`src/rtl/id_ex_register.sv`:
```
// ID/EX pipeline register: captures the decoded instruction into the EX stage,
// applies write-back bypass and store-byte masking on capture, inserts bubbles
// for flushes and load-use hazards, and freezes on Hold.
module id_ex_register #(
    parameter int unsigned DATA_W = 32,
    parameter int unsigned CTRL_W = 12
) (
    input  logic              clk,
    input  logic              rst_n,
    // ID stage
    input  logic              Valid_ID,
    input  logic [4:0]        Rs_ID,
    input  logic [4:0]        Rt_ID,
    input  logic [4:0]        Rd_ID,
    input  logic [DATA_W-1:0] Rs_data_ID,
    input  logic [DATA_W-1:0] Rt_data_ID,
    input  logic [15:0]       Imm_ID,
    input  logic [CTRL_W-1:0] Ctrl_ID,
    // write-back port
    input  logic              RegWrite_WB,
    input  logic [4:0]        RegWr_WB,
    input  logic [DATA_W-1:0] Write_data_WB,
    input  logic              Load_Byte_WB,
    // pipeline control
    input  logic              Hold,
    input  logic              Flush,
    // EX stage
    output logic              Valid_EX,
    output logic [4:0]        Rs_EX,
    output logic [4:0]        Rt_EX,
    output logic [4:0]        Rd_EX,
    output logic [DATA_W-1:0] Rs_data_EX,
    output logic [DATA_W-1:0] Rt_data_EX,
    output logic [15:0]       Imm_EX,
    output logic [CTRL_W-1:0] Ctrl_EX,
    output logic [4:0]        RegWr_EX,
    output logic              Stall_ID
);

    // Control bundle layout, MSB first:
    // {ALUOp[3:0], ALUSrc, RegDst, MemRead, MemWrite, RegWrite, MemToReg, Load_Byte, Store_Byte}
    localparam int unsigned REGDST_BIT     = CTRL_W - 6;
    localparam int unsigned MEMREAD_BIT    = CTRL_W - 7;
    localparam int unsigned STORE_BYTE_BIT = 0;
    localparam int unsigned BYTE_W         = 8;

    logic [DATA_W-1:0] wb_value;
    logic [DATA_W-1:0] rs_sel;
    logic [DATA_W-1:0] rt_sel;
    logic [DATA_W-1:0] rt_cap;
    logic              rs_bypass;
    logic              rt_bypass;
    logic              load_use;

    // Value being written back this cycle, zero-extended for byte loads
    always_comb begin
        wb_value = Write_data_WB;
        if (Load_Byte_WB) begin
            wb_value = DATA_W'(Write_data_WB[BYTE_W-1:0]);
        end
    end

    // Forward the write-back value over a stale register-file read; r0 is never forwarded
    always_comb begin
        rs_bypass = RegWrite_WB && (RegWr_WB != 5'd0) && (RegWr_WB == Rs_ID);
        rt_bypass = RegWrite_WB && (RegWr_WB != 5'd0) && (RegWr_WB == Rt_ID);
        rs_sel    = rs_bypass ? wb_value : Rs_data_ID;
        rt_sel    = rt_bypass ? wb_value : Rt_data_ID;
        rt_cap    = rt_sel;
        if (Ctrl_ID[STORE_BYTE_BIT]) begin
            rt_cap = DATA_W'(rt_sel[BYTE_W-1:0]);
        end
    end

    // Destination of the EX instruction and load-use hazard detection
    always_comb begin
        RegWr_EX = Ctrl_EX[REGDST_BIT] ? Rd_EX : Rt_EX;
        load_use = Valid_EX && Ctrl_EX[MEMREAD_BIT] && (RegWr_EX != 5'd0) && Valid_ID &&
                   ((RegWr_EX == Rs_ID) || (RegWr_EX == Rt_ID));
        Stall_ID = Hold || load_use;
    end

    // EX registers: Hold retains, Flush or load-use inserts a bubble, otherwise capture
    always_ff @(posedge clk or negedge rst_n) begin
        if (!rst_n) begin
            Valid_EX   <= 1'b0;
            Rs_EX      <= '0;
            Rt_EX      <= '0;
            Rd_EX      <= '0;
            Rs_data_EX <= '0;
            Rt_data_EX <= '0;
            Imm_EX     <= '0;
            Ctrl_EX    <= '0;
        end else if (!Hold) begin
            if (Flush || load_use) begin
                Valid_EX   <= 1'b0;
                Rs_EX      <= '0;
                Rt_EX      <= '0;
                Rd_EX      <= '0;
                Rs_data_EX <= '0;
                Rt_data_EX <= '0;
                Imm_EX     <= '0;
                Ctrl_EX    <= '0;
            end else begin
                Valid_EX   <= Valid_ID;
                Rs_EX      <= Rs_ID;
                Rt_EX      <= Rt_ID;
                Rd_EX      <= Rd_ID;
                Rs_data_EX <= rs_sel;
                Rt_data_EX <= rt_cap;
                Imm_EX     <= Imm_ID;
                Ctrl_EX    <= Ctrl_ID;
            end
        end
    end

endmodule

```
`config.mk`:
```
export PLATFORM = sky130hd
export DESIGN_NAME = id_ex_register
export DESIGN_NICKNAME = d
export VERILOG_FILES = /design/src/rtl/id_ex_register.sv
export SDC_FILE = /design/constraint.sdc
export NUM_CORES = 1
export LEC_CHECK = 0
export CAP_MARGIN = 20
export CORE_ASPECT_RATIO = 1.2
export CORE_MARGIN = 10
export CORE_UTILIZATION = 45
export CTS_CLUSTER_SIZE = 24
export DETAILED_ROUTE_END_ITERATION = 6
export PLACE_DENSITY = 0.86
export SYNTH_ARGS = -nofsm -noshare
export SYNTH_HDL_FRONTEND = slang
export SYNTH_SLANG_ARGS = --single-unit
```
`constraint.sdc`:
```
create_clock -name clk -period 5.3 [get_ports clk]
set_input_delay 1.06 -clock clk [delete_from_list [all_inputs] [get_ports clk]]
set_output_delay 1.06 -clock clk [all_outputs]
set_load 0.005 [all_outputs]
```
---- Word-level counts from Yosys, hierarchy flattened ----
Index checks and enable logic that the tools add are counted.
storage, ports and cells
  input port bits ......................... 151
  logic and storage cells ................. 37
  register bits after elaboration ......... 108
operators by class
  equality and inequality tests ........... 4
  reductions and logical operators ........ 12
  mux-type cells .......................... 13
operators by type and width
  kind                count
  32-bit 2-to-1 mux   6
  5-bit == test       4
  5-bit 2-to-1 mux    4
  16-bit 2-to-1 mux   1
  12-bit 2-to-1 mux   1
  5-bit nonzero test  2
  1-bit logical AND   7
  1-bit logical OR    3
  1-bit 2-to-1 mux    1

---- Logic depth before layout (Yosys ltp) ----
  depth in word-level cells ............... 7
  depth in mapped cells ................... 9
  depth with buffers taken out ............ 5

---- Least setup slack after synthesis ----
OpenSTA, ideal clock, no wires.
  path kind ............................... input -> output
  start point ............................. in Valid_ID
  end point ............................... out Stall_ID
  arrival time ............................ 2.152 ns
  cell stages on the path ................. 7
  path buffers ............................ 2
  slack ................................... 2.088 ns
  required time ........................... 4.240 ns
  path through ............................ nand3_1 > a31oi_1 > nand4_1 > nor4_1 > buf_2 > clkbuf_1 > or2_1
between the ends
  word-level cells in the longest chain between the ends .. 3
RTL lines
  what                             RTL line  RTL
  from (decl)                      11        input logic Valid_ID,
  1-bit logical AND (2 in series)  78        load_use = Valid_EX && Ctrl_EX[MEMREAD_BIT] && (RegWr_EX != 5'd0) && Valid_ID &&
  1-bit logical OR                 80        Stall_ID = Hold || load_use;
  to (decl)                        37        output logic Stall_ID
No other way between the ends.

---- Worst setup path after layout ----
  start point ............................. in Rt_ID[1]
  end point ............................... out Stall_ID
between the ends
  word-level cells in the longest chain between the ends .. 4
RTL lines
  what               RTL line  RTL
  from (decl)        13        input logic [4:0] Rt_ID,
  5-bit == test      79        ((RegWr_EX == Rs_ID) || (RegWr_EX == Rt_ID));
  1-bit logical OR   79
  1-bit logical AND  78
  1-bit logical OR   80
No other way between the ends.

==> impl.org <==
** Power
- Proportion of power drawn by flip-flops and latches :: between 40% and 50%
- Worst ir drop on vdd :: around 0.2 mV
- Leakage component of the power :: 0.00352 µW
- Reported net switching power :: 564 µW
- Internal power consumption :: 1550 µW
- The clock network is responsible for between 30% and 40% of the overall power.
- Power density normalized to cell area :: 244 mW/mm²
- Per report_power, the combinational group accounts for between 20% and 30% of the total.
- Sum of internal, switching and leakage power :: between 2000 and 2500 µW
- Of the total power, the share spent switching nets is between 20% and 30%.

** Finish
- Layout overhead on the synthesized area :: 52.4%
- The final layout contains 940 nets.
- After the flow finishes, the layout carries non-filler instances totaling around 960.
- The post-route netlist has under 10% of its cells at a drive strength greater than 1.
- Ant diodes :: 0

** Yosys
- The commonest cells after synthesis are nand2_1, dfrtp_1, o41ai_1.
- For this run, the number of Yosys warnings is 0.
- Cell accounting for the most synthesized area :: dfrtp_1
- Among all cell types in the netlist, the one instantiated most often is nand2_1.
- Counting flops with a built-in enable in the synthesized netlist gives 0.
- Top FF cell, synth :: dfrtp_1
- After synthesis, the mean cell area works out to 10.1 µm².
- In the synthesized netlist the async set-or-reset flop fraction comes to 100%.
- Sequential area share after synthesis :: a little under half
- Synth area leaders :: dfrtp_1, o41ai_1, mux2i_1
- Synth Net Count :: roughly 710
- Number of cells produced by synthesis :: 562
- The share of synthesized area in the top cell type comes to between 40% and 50%.
- Area of the mapped netlist :: around 0.0057 mm²
- Flip-flop and latch count after synthesis :: ~110
- Post-synth cell types :: 26

** Setup path
- In this run the worst path has a maximum fanout of 3.
- STA classifies the critical path startpoint as a primary input.
- Data on the critical path is required at its endpoint by between 4 and 5 ns.
- CP Capture Type :: output pin
- Arrival time of the worst setup path :: 3.00 ns
- Setup Crit Path Kind :: primary input to output pin

** Clocking
- TritonCTS clock tree :: done
- Post-CTS repair changed the size of 0 cells.
- Hold repair after CTS inserted 0 buffers.
- Clock-pin transition on the worst setup and hold timing paths :: ~0.060 ns
- The H-tree generated during clock tree synthesis spans 3 levels.
- CTS buffer count :: 9
- Clock Sinks :: roughly 110
- Number of setup buffers added after CTS :: 0
- Counting along the longest clock path gives a buffer depth of 2.
- Cell at the root of the clock tree :: clkbuf_16
- Clock latency at the later pin of the worst-skew pair :: between 0.3 and 0.4 ns

** GRT
- The via count of the first global-routing pass is 5858.
- In the global route stage, overall resource usage came out at roughly a quarter.
- The global routing stage identified its most utilized layer as met2.
- Global-route met2 utilization :: approximately 39%
- Met3 usage in global routing :: about 6.3%
- Global-route wire length before repair :: 32.8 mm
- Global routing consumed, on the met1 layer, 27.4% of the routing resources.
- Entering global routing, the biggest net connects ~110 pins.
- Antenna violations before repair :: 0
- The total overflow left after global routing is 0.

** Routing
- Number of nets with antenna violations after detailed routing :: 0
- Summing over every cut layer, the via total after detailed routing is around 5500.
- In the routed design, unresolved DRC markers number 0.
- Number of search-and-repair iterations in the first detailed-routing pass :: 5
- In this run, the number of DRC markers left after iteration 0 of detailed routing was just under 500.
- After detailed routing, the average wire length per cell comes to between 20 and 25 µm.
- Using the TritonRoute via totals, the vias-per-cell ratio works out to around 5.8.
- Wires add up to between 20 and 25 mm.

** STA
- In the final timing run, aggregate negative setup slack is 0 ns.
- For the finished layout, the period the worst path requires is 4.06 ns.
- Post-route worst setup slack :: between 1 and 1.5 ns
- Max Clock Freq :: approximately 250 MHz
- Max-slew headroom at the worst pin :: 25.1%
- The final-report hold violation count is 0.
- Fin crit share :: between 70% and 80%
- Actual transition at the worst max-transition pin :: approximately 1.1 ns
- Clock Skews :: between 0.01 and 0.015 ns
- Setup violations remaining at the end of the flow were counted as 0.
- The number of max-slew violations in the final report is 0.
- Unrepaired setup endpoints after global routing :: no

** Placement
- Summed over all nets, the half-perimeter wirelength after detailed placement is ~15 mm.
- Including well taps, the total number of placed cells is 940.
- Worst slack, placed :: between 1 and 1.5 ns
- At the end of routability-driven placement, the weighted congestion stood at ~0.90.
- Buffers placed on the I/O ports in this run total around 260.

** Floorplan
- Chip Width :: roughly 120 µm
- For this design the top-level I/O count stands at 265.
- Floorplan core area :: roughly 0.013 mm²
- The die covers around 0.018 mm².
- For this configuration, the core starts out at a cell density of 45.4%.
- Number of standard-cell rows in the floorplan :: between 40 and 50
- Die height :: approximately 140 µm

** Worst hold path
- Worst min-delay path category :: register to register

** Run
- Max Cap Violations :: 0

** Outcome
- Status :: finished clean
per-layer routing:
| layer | up-vias | wire length [µm] | share of wire (%) |
|---|---|---|---|
| met5 | - | 0 | 0 |
| met4 | 0 | 924 | 4.3 |
| met3 | 53 | 1680 | 7.9 |
| met2 | 278 | 10500 | 49 |
| met1 | 2700 | 8180 | 38 |
| li1 | 2490 | - | - |
area by class of cell:
class	count	area, µm²
well taps	164	205
fillers	964	3860
clock inverters	6	68.8
flip-flops and latches	108	2700
multi-input cells	347	2560
clock buffers	10	239
inverters	50	188
repair buffers	273	2730
placed cells by master (no fill, tap or decap), types with 2 or more instances in the layout:
| cell type | Yosys | routed |
|---|---|---|
| clkbuf_16 | 0 | 9 |
| clkdlybuf4s50_1 | 0 | 261 |
| nand2_1 | 109 | 109 |
| nand4_1 | 3 | 3 |
| dfrtp_1 | 108 | 108 |
| nor4_4 | 2 | 2 |
| inv_1 | 50 | 50 |
| o41ai_2 | 2 | 2 |
| mux2i_1 | 65 | 65 |
| mux2i_2 | 3 | 3 |
| xor2_1 | 4 | 4 |
| nor2b_1 | 24 | 24 |
| o41ai_1 | 106 | 106 |
| buf_4 | 3 | 9 |
| nor4_1 | 4 | 3 |
| inv_6 | 0 | 3 |
| buf_12 | 0 | 2 |
| xnor2_1 | 16 | 16 |
| nor2_1 | 2 | 2 |
registers in the layout (all words and copies together) (netlist names):
register	count
Ctrl_EX	12
Valid_EX	1
Rd_EX	5
Imm_EX	16
Rs_data_EX	32
Rt_data_EX	32
Rs_EX	5
Rt_EX	5
worst max-delay path, cell delays in order:
cell and delay [ns]:
clkdlybuf4s50_1 0.49, xnor2_1 0.17, nor4_1 0.36, a41o_4 0.26, or2_1 0.11, clkdlybuf4s50_1 0.56
power groups by stage:
stage | registers, µW | clock network [µW] | logic (µW)
floorplan | 941 | 0 | 166
detailed placement | 942 | 0 | 487
global placement | 940 | 0 | 479
finish | 929 | 701 | 486
global route | 936 | 749 | 522
CTS | 928 | 712 | 489
final timing paths:
path	slack, ns	from	end	depth (start not counted)
min reg2reg	0.48	Rs_data_EX[27]	Rs_data_EX[27]	2
min in group asynchronous	0.76	rst_n	Rs_data_EX[22]	1
min	0.48	Rs_data_EX[27]	Rs_data_EX[27]	2
max	1.24	Rt_ID[1]	Stall_ID	6
max reg2reg	2.27	Ctrl_EX[6]	Imm_EX[5]	7
max in group asynchronous	3.38	rst_n	Imm_EX[10]	2
cells by family (layout without fill, tap and decap cells):
kind of cell	after synthesis	in the layout	share of synthesized area, %
compound gates	110	110	17.1
xor+xnor	20	20	3.07
buf+inv	107	339	7.99
flops	108	108	47.4
mux	69	69	12.5
simple gates	148	148	11.9
stage by stage:
step / area [µm²] / hold WS (ns) / utilization (%)
final: 8690 / 0.477 / 69.2
after global routing: 8690 / 0.504 / 69.2
after CTS: 8650 / 0.479 / 68.9
after detailed placement: 8340 / 0.463 / 66.4
after global placement: 8340 / 0.460 / 66.4
after floorplan: 5700 / 0.470 / -
Power figures use the tool's default switching activity.
